$ cat config.mk
export PLATFORM = sky130hd
export DESIGN_NAME = instruction_fetch_flat
export DESIGN_NICKNAME = d
export VERILOG_FILES = /design/src/rtl/instruction_fetch_if.sv /design/src/rtl/instruction_fetch.sv /design/src/flat_wrapper.sv
export SDC_FILE = /design/constraint.sdc
export NUM_CORES = 1
export LEC_CHECK = 0
export ABC_AREA = 1
export CORE_ASPECT_RATIO = 0.8
export CORE_UTILIZATION = 42
export CTS_BUF_LIST = sky130_fd_sc_hd__clkbuf_2 sky130_fd_sc_hd__clkbuf_4 sky130_fd_sc_hd__clkbuf_8
export CTS_CLUSTER_SIZE = 30
export DETAILED_ROUTE_END_ITERATION = 7
export GPL_TIMING_DRIVEN = 1
export PLACE_DENSITY = 0.69
export SYNTH_ARGS = -nofsm -noshare
export SYNTH_HDL_FRONTEND = slang
export SYNTH_SLANG_ARGS = --single-unit
$ cat constraint.sdc
create_clock -name clk -period 13.4 [get_ports clk]
set_clock_uncertainty 0.1 [all_clocks]
set_input_delay 2.68 -clock clk [delete_from_list [all_inputs] [get_ports clk]]
set_output_delay 2.68 -clock clk [all_outputs]
set_load 0.01 [all_outputs]
$ cat src/rtl/instruction_fetch_if.sv
// Fetch-stage bundle: instruction-memory handshake, decode handoff and branch feedback.
interface instruction_fetch_if;
    logic        imem_req;
    logic [31:0] imem_addr;
    logic        imem_ack;
    logic [31:0] imem_rdata;
    logic        instr_valid;
    logic        instr_ready;
    logic [31:0] instr;
    logic [5:0]  opcode;
    logic [5:0]  func;
    logic [31:0] pc;
    logic        branch_taken;
    logic [15:0] branch_offset;
    logic [31:0] retire_count;

    modport master (
        output imem_req, imem_addr, instr_valid, instr, opcode, func, pc, retire_count,
        input  imem_ack, imem_rdata, instr_ready, branch_taken, branch_offset
    );

    modport slave (
        input  imem_req, imem_addr, instr_valid, instr, opcode, func, pc, retire_count,
        output imem_ack, imem_rdata, instr_ready, branch_taken, branch_offset
    );
endinterface

$ cat src/rtl/instruction_fetch.sv
// Single-outstanding instruction fetch: request a word, hold it for decode, then
// advance to pc+4 or a branch target on acceptance.
module instruction_fetch #(
    parameter logic [31:0] RESET_PC = 32'h0000_0000
) (
    input  logic                clk,
    input  logic                rst,
    instruction_fetch_if.master bus
);
    typedef enum logic [1:0] {IDLE, FETCH, HOLD} state_t;

    state_t      state;
    logic [31:0] fetch_addr;
    logic [31:0] instr_q;
    logic [31:0] pc_q;
    logic [31:0] retire_q;
    logic        req_q;
    logic        valid_q;
    logic [31:0] branch_disp;
    logic [31:0] next_pc;

    // Word offset scaled to bytes; the add below wraps modulo 2^32 in both directions.
    assign branch_disp = {{14{bus.branch_offset[15]}}, bus.branch_offset, 2'b00};
    assign next_pc     = pc_q + 32'd4 + (bus.branch_taken ? branch_disp : 32'd0);

    // NOTE: state registers use non-blocking assignment so every register samples
    // pre-edge values; blocking here would create order-dependent simulation.
    always_ff @(posedge clk or posedge rst) begin
        if (rst) begin
            state      <= IDLE;
            req_q      <= 1'b0;
            valid_q    <= 1'b0;
            instr_q    <= 32'd0;
            pc_q       <= RESET_PC;
            fetch_addr <= RESET_PC;
            retire_q   <= 32'd0;
        end else begin
            case (state)
                IDLE: begin
                    state <= FETCH;
                    req_q <= 1'b1;
                end
                FETCH: begin
                    if (bus.imem_ack) begin
                        instr_q <= bus.imem_rdata;
                        pc_q    <= fetch_addr;
                        req_q   <= 1'b0;
                        valid_q <= 1'b1;
                        state   <= HOLD;
                    end
                end
                HOLD: begin
                    // Branch inputs only matter on the acceptance edge.
                    if (bus.instr_ready) begin
                        fetch_addr <= next_pc;
                        retire_q   <= retire_q + 32'd1;
                        valid_q    <= 1'b0;
                        req_q      <= 1'b1;
                        state      <= FETCH;
                    end
                end
                default: begin
                    state   <= IDLE;
                    req_q   <= 1'b0;
                    valid_q <= 1'b0;
                end
            endcase
        end
    end

    assign bus.imem_req     = req_q;
    assign bus.imem_addr    = fetch_addr;
    assign bus.instr_valid  = valid_q;
    assign bus.instr        = instr_q;
    assign bus.opcode       = instr_q[31:26];
    assign bus.func         = instr_q[5:0];
    assign bus.pc           = pc_q;
    assign bus.retire_count = retire_q;
endmodule

$ cat src/flat_wrapper.sv
// flat-port wrapper written by rule: the top's interface ports become plain ports
module instruction_fetch_flat 
#(
    parameter logic [31:0] RESET_PC = 32'h0000_0000
)
  (clk, rst, bus_imem_req, bus_imem_addr, bus_instr_valid, bus_instr, bus_opcode, bus_func, bus_pc, bus_retire_count, bus_imem_ack, bus_imem_rdata, bus_instr_ready, bus_branch_taken, bus_branch_offset);
  instruction_fetch_if bus_i ();
  input  logic clk;
  input  logic rst;
  output wire logic [$bits(bus_i.imem_req)-1:0] bus_imem_req;
  output wire logic [$bits(bus_i.imem_addr)-1:0] bus_imem_addr;
  output wire logic [$bits(bus_i.instr_valid)-1:0] bus_instr_valid;
  output wire logic [$bits(bus_i.instr)-1:0] bus_instr;
  output wire logic [$bits(bus_i.opcode)-1:0] bus_opcode;
  output wire logic [$bits(bus_i.func)-1:0] bus_func;
  output wire logic [$bits(bus_i.pc)-1:0] bus_pc;
  output wire logic [$bits(bus_i.retire_count)-1:0] bus_retire_count;
  input wire logic [$bits(bus_i.imem_ack)-1:0] bus_imem_ack;
  input wire logic [$bits(bus_i.imem_rdata)-1:0] bus_imem_rdata;
  input wire logic [$bits(bus_i.instr_ready)-1:0] bus_instr_ready;
  input wire logic [$bits(bus_i.branch_taken)-1:0] bus_branch_taken;
  input wire logic [$bits(bus_i.branch_offset)-1:0] bus_branch_offset;
  assign bus_imem_req = bus_i.imem_req;
  assign bus_imem_addr = bus_i.imem_addr;
  assign bus_instr_valid = bus_i.instr_valid;
  assign bus_instr = bus_i.instr;
  assign bus_opcode = bus_i.opcode;
  assign bus_func = bus_i.func;
  assign bus_pc = bus_i.pc;
  assign bus_retire_count = bus_i.retire_count;
  assign bus_i.imem_ack = bus_imem_ack;
  assign bus_i.imem_rdata = bus_imem_rdata;
  assign bus_i.instr_ready = bus_instr_ready;
  assign bus_i.branch_taken = bus_branch_taken;
  assign bus_i.branch_offset = bus_branch_offset;
  instruction_fetch #(.RESET_PC(RESET_PC)) u_core (.clk(clk), .rst(rst), .bus(bus_i));
endmodule
# ---- After elaboration in Yosys (flattened, before gate mapping)
# Cells that the tools add are included.
dict set report word_totals {
  out_inout_bits 142
  word_cells 30
  ff_bits 132
}
dict set report classes {
  mux 10
  bitwise 1
  n_eq_ne 4
  n_addsub 3
  reduce_logical 5
}
# cell n
set ops {}
lappend ops {{adder 32 x 1 -> 32 bit (second input constant)} 1}
lappend ops {{adder 32 x 3 -> 32 bit (second input constant)} 1}
lappend ops {{adder 32 bit} 1}
lappend ops {{two-way mux 32 bit} 1}
lappend ops {{case mux 1 bit (3 select lines)} 2}
lappend ops {{case mux 2 bit (3 select lines)} 1}
lappend ops {{AND reduction 2 bit} 3}
lappend ops {{two-way mux 1 bit} 4}
lappend ops {{two-way mux 2 bit} 2}
lappend ops {{inequality test 2 bit (second input constant)} 2}
lappend ops {{AND reduction 3 bit} 1}
lappend ops {{equality test 2 x 1 -> 1 bit (second input constant)} 1}
lappend ops {{equality test 2 bit (second input constant)} 1}
lappend ops {{zero test 2 bit} 1}
lappend ops {{inverter 1 bit} 1}

# ---- Longest topological paths before layout
dict set report logic_depth {
  depth_word 3
  mapped_depth 18
}

# ---- Worst setup path before layout
# No wires, ideal clock.
dict set report synth_timing {
  kind {input-to-reg}
  startpoint {in bus_branch_taken}
  endpoint {reg u_core.fetch_addr[31], in the netlist u_core.bus.imem_addr[31]}
  slack_ns 8.408
  path_stages 18
  t_arrival_ns 4.775
  path_cell_list {clkbuf_1 clkbuf_1 nand2_1 ha_1 inv_1 ha_1 inv_1 fa_1 inv_1 nand3_1 nand3_1 nand3_1 nand3_1 nand2_1 nand2_1 nand2_1 nand3_1 nand2_1}
}
dict set report synth_between {
  elab_chain_len 2
}
# element line
set synth_rtl {}
lappend synth_rtl {{from (decl)} flat_wrapper.sv:21} ;# input wire logic [$bits(bus_i.branch_taken)-1:0] bus_branch_taken;
lappend synth_rtl {{two-way mux 32 bit} instruction_fetch.sv:24} ;# assign next_pc = pc_q + 32'd4 + (bus.branch_taken ? branch_disp : 32'd0);
lappend synth_rtl {{adder 32 bit} instruction_fetch.sv:24}
lappend synth_rtl {{to (signal assigned)} instruction_fetch.sv:55} ;# fetch_addr <= next_pc;
lappend synth_rtl {{to (decl)} instruction_fetch.sv:13} ;# logic [31:0] fetch_addr;
# No other way between the ends.
# A chain may end at the register's enable or synchronous reset.

# ---- Worst setup path in the final report
dict set report layout_timing {
  startpoint {in bus_branch_taken}
  endpoint {reg u_core.fetch_addr[27], in the netlist u_core.bus.imem_addr[27]}
}
# The elaborated chain is that of the path after synthesis.

==> summary.md <==
| Metric | Value |
|---|---|
| Global-route wire length before repair | 35200 um |
| Num CTS Buffers | 17 |
| R2R cell count | 9 |
| PortBufs | 194 |
| Via count | 7447 |
| Dpl cell area | 10100 um2 |
| Hold Path Origin | u_core.bus.instr[24]$_DFFE_PP0P_ |
| Area growth, synth to finish | 30.4% |
| Critical path type | primary input to register |
| Post-CTS setup buffers | 0 |
| Clock tree sinks | 131 |
| Number of global-route vias before repair | 6908 |
| Startpoint Class | primary input |
| Worst-margin pin slew | 1.02 ns |
| #FFs+latches synth | 131 |
| Final setup vio count | 0 |
| RSZ-0062 raised after global routing | no |
| Hold WC Path Type | register to register |
| Die width | 157 um |
| CTS Hold Bufs | 0 |
| Via/cell ratio | 4.72 |
| Fin. Hold Viols | 0 |
| Core Rows | 44 |
| Clock Root Buffer | clkbuf_8 |
| H-tree level count | 4 |
| Detailed placer's ending HPWL | 16100 um |
| Non-filler cells, final | 1578 |
| Post-synth top area cell | dfrtp_1 |
| VDD IR max | 0.0655 mV |
| Synth warn | 0 |
| Worst path required time | 13.63 ns |
| Placed insts | 1547 |
| Total GRT Usage | 0.230 |
| CORE AREA | 18400 um2 |
| Cell mode on critical path | nand2_1 |
| Initial core utilization | 0.437 |
| Avg Inst Size Synth | 7.09 um2 |
| CTS tree | yes |
| Post-synth top area share | 0.407 |
| Initial antenna violation count | 0 |
| Synthesized net count | 1237 |
| Max-cap violation count | 0 |
| Gp weighted congestion | 0.913 |
| # diodes | 0 |
| Hold path depth | 2 |
| Mapped Area | 8050 um2 |
| Critical Path AT | 5.91 ns |
| Final Max Slew Viols | 0 |
| Latest clock arrival within the worst-skew pair | 0.46 ns |
| Minimum clock period | 5.67 ns |
| Leakage | 5.59 nW |
| Reg2Reg Capture Point | u_core.bus.retire_count[21]$_DFFE_PP0P_ |
| Final period utilization | 0.423 |
| Max frequency | 176 MHz |
| Initial drt markers | 552 |
| Area of the die | 19700 um2 |
| Share of cells above drive strength 1 | 0.0408 |
| Worst Path Max Fanout | 16 |
| Hold EP | u_core.bus.instr[24]$_DFFE_PP0P_ |
| CTS resizes | 0 |
| CP cell instances | clkdlybuf4s50_1 -> nand2_1 -> inv_2 -> ha_1 -> ha_1 -> nand2_1 -> nor2_1 -> nand2_1 -> nor2_1 -> nand2_1 -> nand3_1 -> nand2_1 -> nand3_1 -> nand2_1 |
| Die height | 126 um |
| Slew Limit Headroom | 0.320 |
| Post-route cell area | 10500 um2 |
| Routed Antenna Nets | 0 |
| Synth top area cells | dfrtp_1, nand2_1, ha_1 |
| Largest net degree at the start of global routing | 78 |
| 1st-pass router iterations | 6 |
| Seq/Total Area, Yosys | 0.407 |
| Setup TNS Final | 0 ns |
| Post-Synthesis Cells | 1135 |
| Status | completed |
| Worst-path cell with the longest stage delay | clkdlybuf4s50_1 |
| CTS max path bufs | 2 |
| Worst Setup End Kind | register |
| Post-Route WL | 21700 um |
| CP peak stage delay | 0.89 ns |
| Yosys cell types | 32 |
| Wirelength per Cell | 13.8 um |
| Gr ovfl total | 0 |
| I/O pins | 195 |
| Fin nets | 1415 |
| Pwr dens | 187 nW/um2 |
| Clk slew on worst S/H paths | 0.07 ns |
| R2R Path Start | u_core.state[0]$_DFFE_PP0P_ |
| R2R setup slack | 10.49 ns |
| DRC Markers | 0 |
==> per-layer routing <==
| layer | global-route usage | up-vias | routed length (um) |
|---|---|---|---|
| met2 | 0.333 | 208 | 8840 |
| met1 | 0.345 | 3411 | 11100 |
| li1 | - | 3816 | - |
| met5 | 0 | - | 0 |
| met3 | 0.0547 | 12 | 1540 |
| met4 | 0.0456 | 0 | 169 |
==> worst max-delay path by stage <==
| stage | start | endpoint | slack (ns) | cells past startpoint |
|---|---|---|---|---|
| floorplan | rst | u_core.bus.imem_addr[0]$_DFFE_PP0P_ | 7.12 | 1 |
| global placement | bus_branch_taken | u_core.bus.imem_addr[28]$_DFFE_PP0P_ | 7.28 | 14 |
| detailed placement | bus_branch_taken | u_core.bus.imem_addr[28]$_DFFE_PP0P_ | 7.25 | 14 |
| CTS | bus_branch_taken | u_core.bus.imem_addr[26]$_DFFE_PP0P_ | 7.73 | 14 |
| global route | bus_branch_taken | u_core.bus.imem_addr[30]$_DFFE_PP0P_ | 7.36 | 14 |
| finish | bus_branch_taken | u_core.bus.imem_addr[27]$_DFFE_PP0P_ | 7.73 | 14 |
==> kinds of logic after synthesis <==
family / count (synthesis) / share of synthesized area
buf+inv: 195 / 0.0985
flops: 131 / 0.407
fa+ha+maj: 49 / 0.0771
compound gates: 55 / 0.0353
simple gates: 665 / 0.338
xor+xnor: 40 / 0.0444
==> sequential cells by signal (all words and copies together), names as in the netlist <==
| name | count |
|---|---|
| u_core.bus.retire_count | 32 |
| u_core.bus.pc | 32 |
| u_core.state | 2 |
| u_core.bus.instr_valid | 1 |
| u_core.bus.imem_addr | 32 |
| u_core.bus.instr | 32 |
==> critical path: cells and delay by family <==
family        cells  cell delay, ns
fa+ha+maj         2            0.63
buf+inv           2            1.23
simple gates     10            1.36
==> placed cells by master, fill, tap and decap left out, types with 19 or more instances in the layout <==
cell,count
dfrtp_1,131
xnor2_1,19
xor2_1,20
nor2_1,88
o21ai_0,35
nand3_1,55
inv_1,153
clkbuf_8,19
nand2_1,479
ha_1,48
clkdlybuf4s50_1,194
==> synth_stat cells (all sizes together) <==
cell type	number
or2	3
fa	1
buf	21
nand3b	7
nand2	482
nand3	57
ha	48
a21oi	15
nand4	13
nor3	9
o21ai	36
and3	1
inv	157
clkbuf	17
dfrtp	131
xor2	20
xnor2	20
o22ai	1
o21bai	2
nor2	93
a21o	1
==> area by class of cell <==
class                           instances  area, um2
Fill cell                            1761       7940
Multi-Input combinational cell        809       3990
Sequential cell                       131       3280
Timing Repair Buffer                  197       1960
Inverter                              157        594
Tap cell                              253        317
Clock buffer                           21        277
Clock inverter                         10       85.1
==> report_power, final <==
group	switching (W)	internal (W)	total [W]
Sequential	0.000128	0.000542	0.000670
Combinational	0.000507	0.000467	0.000974
Clock	0.000157	0.000158	0.000315
==> through the flow <==
| step | hold WS [ns] | power (W) | util | setup slack [ns] |
|---|---|---|---|---|
| finish | 0.373 | 0.00196 | 0.569 | 7.73 |
| global route | 0.394 | 0.00211 | 0.569 | 7.36 |
| CTS | 0.377 | 0.00198 | 0.569 | 7.73 |
| detailed placement | 0.358 | 0.00165 | 0.550 | 7.25 |
| global placement | 0.352 | 0.00164 | 0.550 | 7.28 |
| floorplan | 0.407 | 0.00118 | - | 7.12 |
No activity file was read; power rests on OpenSTA's default activity.
==> patch 1, RTL diff (same flow settings) <==
Encoding of `state_t`: now one-hot (3 bits for 3 states).
--- a/src/rtl/instruction_fetch.sv
+++ b/src/rtl/instruction_fetch.sv
@@ -7,7 +7,7 @@
     input  logic                rst,
     instruction_fetch_if.master bus
 );
-    typedef enum logic [1:0] {IDLE, FETCH, HOLD} state_t;
+    typedef enum logic [2:0] {IDLE = 3'b001, FETCH = 3'b010, HOLD = 3'b100} state_t;
 
     state_t      state;
     logic [31:0] fetch_addr;
Function: same outputs for any inputs over 4 cycles, from zero or initial values and one cycle with rst high; so few cycles prove little.
==> patch 1 against the unedited design <==
Sequential cell count up 2; register-to-register slack better by 0.20 ns; worst setup slack worse by 0.27 ns; design area up 0.31%; combinational power down 0.5%; power up 1.1%; wire length down 4.7%; area after synthesis down 0.11%; fmax down 4.6%; first-iteration DRC count down 21%; highest routed layer unchanged.
==> patch 1: results (changes against the unedited design) <==
run status completed; post-synthesis mux area share 6.44% (+6.4 points); register area share after synthesis 41.4% (+0.68 points); Post-DP HPWL 15.6 mm (-2.7%); drt pass-1 iters 5 (-1); post-synthesis xor/xnor area fraction 4.90% (+0.46 points); GR Layer Usage met3 5.37% (-0.10 points); post-synthesis compound-gate area fraction 4.04% (+0.52 points); fraction of layout cells with a size suffix above 1 6.62% (+2.5 points); nets 1310 (-7.4%); adder-cell share of the synthesized area 7.40% (-0.30 points); gpl congestion 0.927 (+1.5%); Initial DRC Count 437 (-21%); LEAKAGE 5.51 nW (-1.4%); Post-Syn Nets 1128 (-8.8%); P_int 1.22 mW (+5.0%); global-route wire length before repair 34.0 mm (-3.4%); Routed WL 20.7 mm (-4.7%); metal3 WL 1.49 mm (-3.2%); met2 Use GR 31.2% (-2.1 points); vias in the first global route 6651 (-3.7%); commonest cells in the netlist nand2_1, inv_1, dfrtp_1; Post-Place Worst Slack 6.97 ns (-0.281 ns); worst vdd ir 0.109 mV (+67%); metal2 WL 8.28 mm (-6.3%); synth top area cells dfrtp_1, nand2_1, inv_1; vias per inst 4.70 (-0.34%); wl on met1 10.8 mm (-3.5%)
-- patch 1: cell types whose count changed after synthesis, sizes merged, moves of 3 or more --
| cell | unedited run | this run |
|---|---|---|
| nand2 | 482 | 317 |
| clkbuf | 17 | 9 |
| nand4 | 13 | 7 |
| mux2 | 0 | 46 |
| xor2 | 20 | 25 |
| or2 | 3 | 0 |
| nor2 | 93 | 101 |
| a21oi | 15 | 23 |
| nand3 | 57 | 45 |
| inv | 157 | 167 |
| nand3b | 7 | 10 |
| buf | 21 | 25 |
| nor3 | 9 | 12 |
-- patch 1: power by group through the flow --
stage	Clock, mW	Combinational [mW]	Sequential, mW
final	0.339	0.969	0.673
after floorplan	0	0.474	0.721
after CTS	0.350	0.977	0.673
after global placement	0	0.961	0.677
after global routing	0.367	1.07	0.695
after detailed placement	0	0.971	0.678
-- patch 1: critical path, stage by stage --
cell             delay (ns)
clkdlybuf4s50_1        0.89
nand2_1                0.51
inv_1                  0.48
ha_1                   0.33
ha_1                   0.35
nand2_1                0.13
inv_1                  0.05
nand2_1                0.06
nand2_1                0.06
inv_1                  0.05
nand2_1                0.06
a21oi_1                0.23
nand3_1                0.11
nand3_1                0.10
nand2_1                0.05
-- patch 1: final timing paths --
check / startpoint / slack [ns] / depth (start not counted) / end
worst max-delay path: bus_branch_taken / 7.45 / 15 / u_core.bus.imem_addr[30]$_DFFE_PP0P_
worst min-delay path: u_core.bus.imem_req$_DFFE_PP0P_ / 0.38 / 2 / u_core.bus.imem_req$_DFFE_PP0P_
worst max register to register: u_core.bus.pc[2]$_DFFE_PP0P_ / 10.69 / 13 / u_core.bus.imem_addr[17]$_DFFE_PP0P_
worst min register to register: u_core.bus.imem_req$_DFFE_PP0P_ / 0.38 / 2 / u_core.bus.imem_req$_DFFE_PP0P_
max in group asynchronous: rst / 9.26 / 3 / u_core.bus.retire_count[1]$_DFFE_PP0P_
min in group asynchronous: rst / 2.56 / 2 / u_core.bus.instr[12]$_DFFE_PP0P_
-- patch 1: stage by stage --
step	hold slack [ns]	std cells	power, mW	cell area [µm²]
final	0.379	1476	1.98	10500
after floorplan	0.376	1028	1.19	8040
after detailed placement	0.363	1444	1.65	10100
after global placement	0.359	1444	1.64	10100
after global routing	0.411	1476	2.13	10500
after CTS	0.381	1476	2.00	10500
-- patch 1: area by class of cell --
| class | instances | area [µm²] |
|---|---|---|
| Multi-Input combinational cell | 694 | 3900 |
| Clock buffer | 20 | 263 |
| Tap cell | 253 | 317 |
| Sequential cell | 133 | 3330 |
| Inverter | 167 | 632 |
| Timing Repair Buffer | 197 | 1960 |
| Fill cell | 1757 | 7910 |
| Clock inverter | 12 | 129 |
==> patch 2, RTL diff (same settings) <==
Made on the original files. Reset style: synchronous (`rst`), changed in one clocked block.
--- a/src/rtl/instruction_fetch.sv
+++ b/src/rtl/instruction_fetch.sv
@@ -25,7 +25,7 @@
 
     // NOTE: state registers use non-blocking assignment so every register samples
     // pre-edge values; blocking here would create order-dependent simulation.
-    always_ff @(posedge clk or posedge rst) begin
+    always_ff @(posedge clk) begin
         if (rst) begin
             state      <= IDLE;
             req_q      <= 1'b0;
Check against the original RTL: differs if rst is asserted again (counterexample within 4 cycles, from zero or initial values and one cycle with rst high); with rst held inactive, the same outputs for 4 cycles.
==> patch 2 against the unedited design <==
Fmax decreased by 6.4%; wire length increased by 7.6%; sequential share of layout area decreased by 6.2 points; area after synthesis decreased by 0.64%; count of clock-buffer cells in the layout decreased by 2; sequential cell count unchanged; die area decreased by 0.63%; design area decreased by 0.30%; cell count increased by 7.7%; worst setup slack got worse by 0.39 ns; critical endpoint is now u_core.bus.imem_addr[24]$_SDFFE_PP0P_.
Power is not compared: it rests on default switching activity, and its combinational part moved more than twofold at a synthesized area within 25%.
==> patch 2: results (changes against the unedited design) <==
run status completed; fraction of layout cells with a size suffix above 1 3.60% (-0.48 points); final antenna diode count 0 (unchanged); Slowest cell on crit path clkdlybuf4s50_1; WL/cell 13.7 µm (about the same); H-tree lvl count 4 (unchanged); register area share after synthesis 32.8% (-7.9 points); CP max FO 16 (unchanged); nets 1535 (+8.5%); asr flop ratio synth 0% (-100 points); worst-skew pair later-pin latency 0.45 ns; clk root buf clkbuf_8; worst vdd ir 0.0736 mV; commonest cells in the netlist nand2_1, nor2_1, inv_1; Num CTS Buffers 17 (unchanged); post-synthesis cell type count 33 (+3.1%); largest net degree at the start of global routing 79 (+1.3%); Synth Flop Type dfxtp_1; gpl congestion 0.922 (+1.0%); initial antenna violation count 0 (unchanged); Tightest Pin Transition 0.834 ns (-0.185 ns); post-cts resize count 0 (unchanged); Worst Hold Class reg2reg; number of I/O port buffers 194 (unchanged); global-route wire length before repair 38.0 mm (+7.9%); drt pass-1 iters 6 (unchanged); LEAKAGE 4.92 nW; clock-pin slew on the worst setup and hold paths 0.09 ns (+0.02 ns); vias in the first global route 7512 (+8.7%); Crit path arrival time 6.31 ns (+0.40 ns); synth top area cells dfxtp_1, nand2_1, nor2_1; CP peak stage delay 0.75 ns (-0.14 ns); Initial DRC Count 563 (+2.0%); CP top delay family simple AND/OR/NAND/NOR gates; Post-Syn Nets 1370 (+11%); postcts setup bufs 0 (unchanged); Clock Path Buffers 2 (unchanged); Via Count 8192 (+10%); # fillers 1832 (+4.0%); Synth warnings 0 (unchanged); Post-DP HPWL 17.1 mm (+6.3%); GRT Total Usage 24.4% (+1.5 points)
## patch 2: layout make-up
| class | instances | area (µm²) | share of cell area, % |
|---|---|---|---|
| flip-flops and latches | 131 | 2620 | 25.0 |
| well taps | 253 | 317 | 3.02 |
| repair buffers | 199 | 1980 | 18.9 |
| clock inverters | 13 | 174 | 1.66 |
| inverters | 198 | 743 | 7.10 |
| clock buffers | 19 | 255 | 2.44 |
| multi-input cells | 886 | 4380 | 41.8 |
## patch 2: worst paths after layout
check                                           to  cells after the start  slack [ns]                     startpoint
max          u_core.bus.imem_addr[24]$_SDFFE_PP0P_                     14        7.34               bus_branch_taken
min           u_core.bus.imem_addr[0]$_SDFFE_PP0P_                      2        0.38  u_core.bus.pc[0]$_SDFFE_PP0P_
max reg2reg  u_core.bus.imem_addr[23]$_SDFFE_PP0P_                     16       10.79  u_core.bus.pc[2]$_SDFFE_PP0P_
min reg2reg   u_core.bus.imem_addr[0]$_SDFFE_PP0P_                      2        0.38  u_core.bus.pc[0]$_SDFFE_PP0P_
## patch 2: cells by family after synthesis
group / Yosys count / share of synthesized area [%]
AND/OR/NAND/NOR: 630 / 32.0
flip-flops: 131 / 32.8
AO/OA/AOI/OAI: 187 / 12.7
buffers and inverters: 251 / 12.6
XOR/XNOR: 20 / 2.19
adder cells (fa/ha/maj): 49 / 7.76
## patch 2: layer usage
layer / GRT usage, % / vias up / part of all wire (%)
met3: 6.90 / 27 / 8.2
met2: 36.2 / 274 / 41
met5: 0 / - / 0
met4: 5.77 / 0 / 1.1
li1: - / 4277 / -
met1: 34.7 / 3614 / 50
## patch 2: report_power, final
group | switching, mW | internal, mW
sequential | 0.0139 | 0.406
clock | 0.175 | 0.194
combinational | 0.0903 | 0.0786
total | 0.279 | 0.679
## patch 2: metrics by stage
stage	setup WS, ns	hold WS [ns]	cells	area (µm²)
floorplan	8.45	0.351	1268	8000
global placement	7.06	0.364	1667	10000
detailed placement	6.94	0.375	1667	10000
CTS	7.43	0.389	1699	10500
global route	7.06	0.403	1699	10500
finish	7.34	0.382	1699	10500
## patch 2: tightest hold or removal path, delay by kind of cell (launching register included)
family / cells / cell delay, ns
DFF: 1 / 0.33
and+or+nand+nor: 1 / 0.07
AOI/OAI and AO/OA: 1 / 0.05
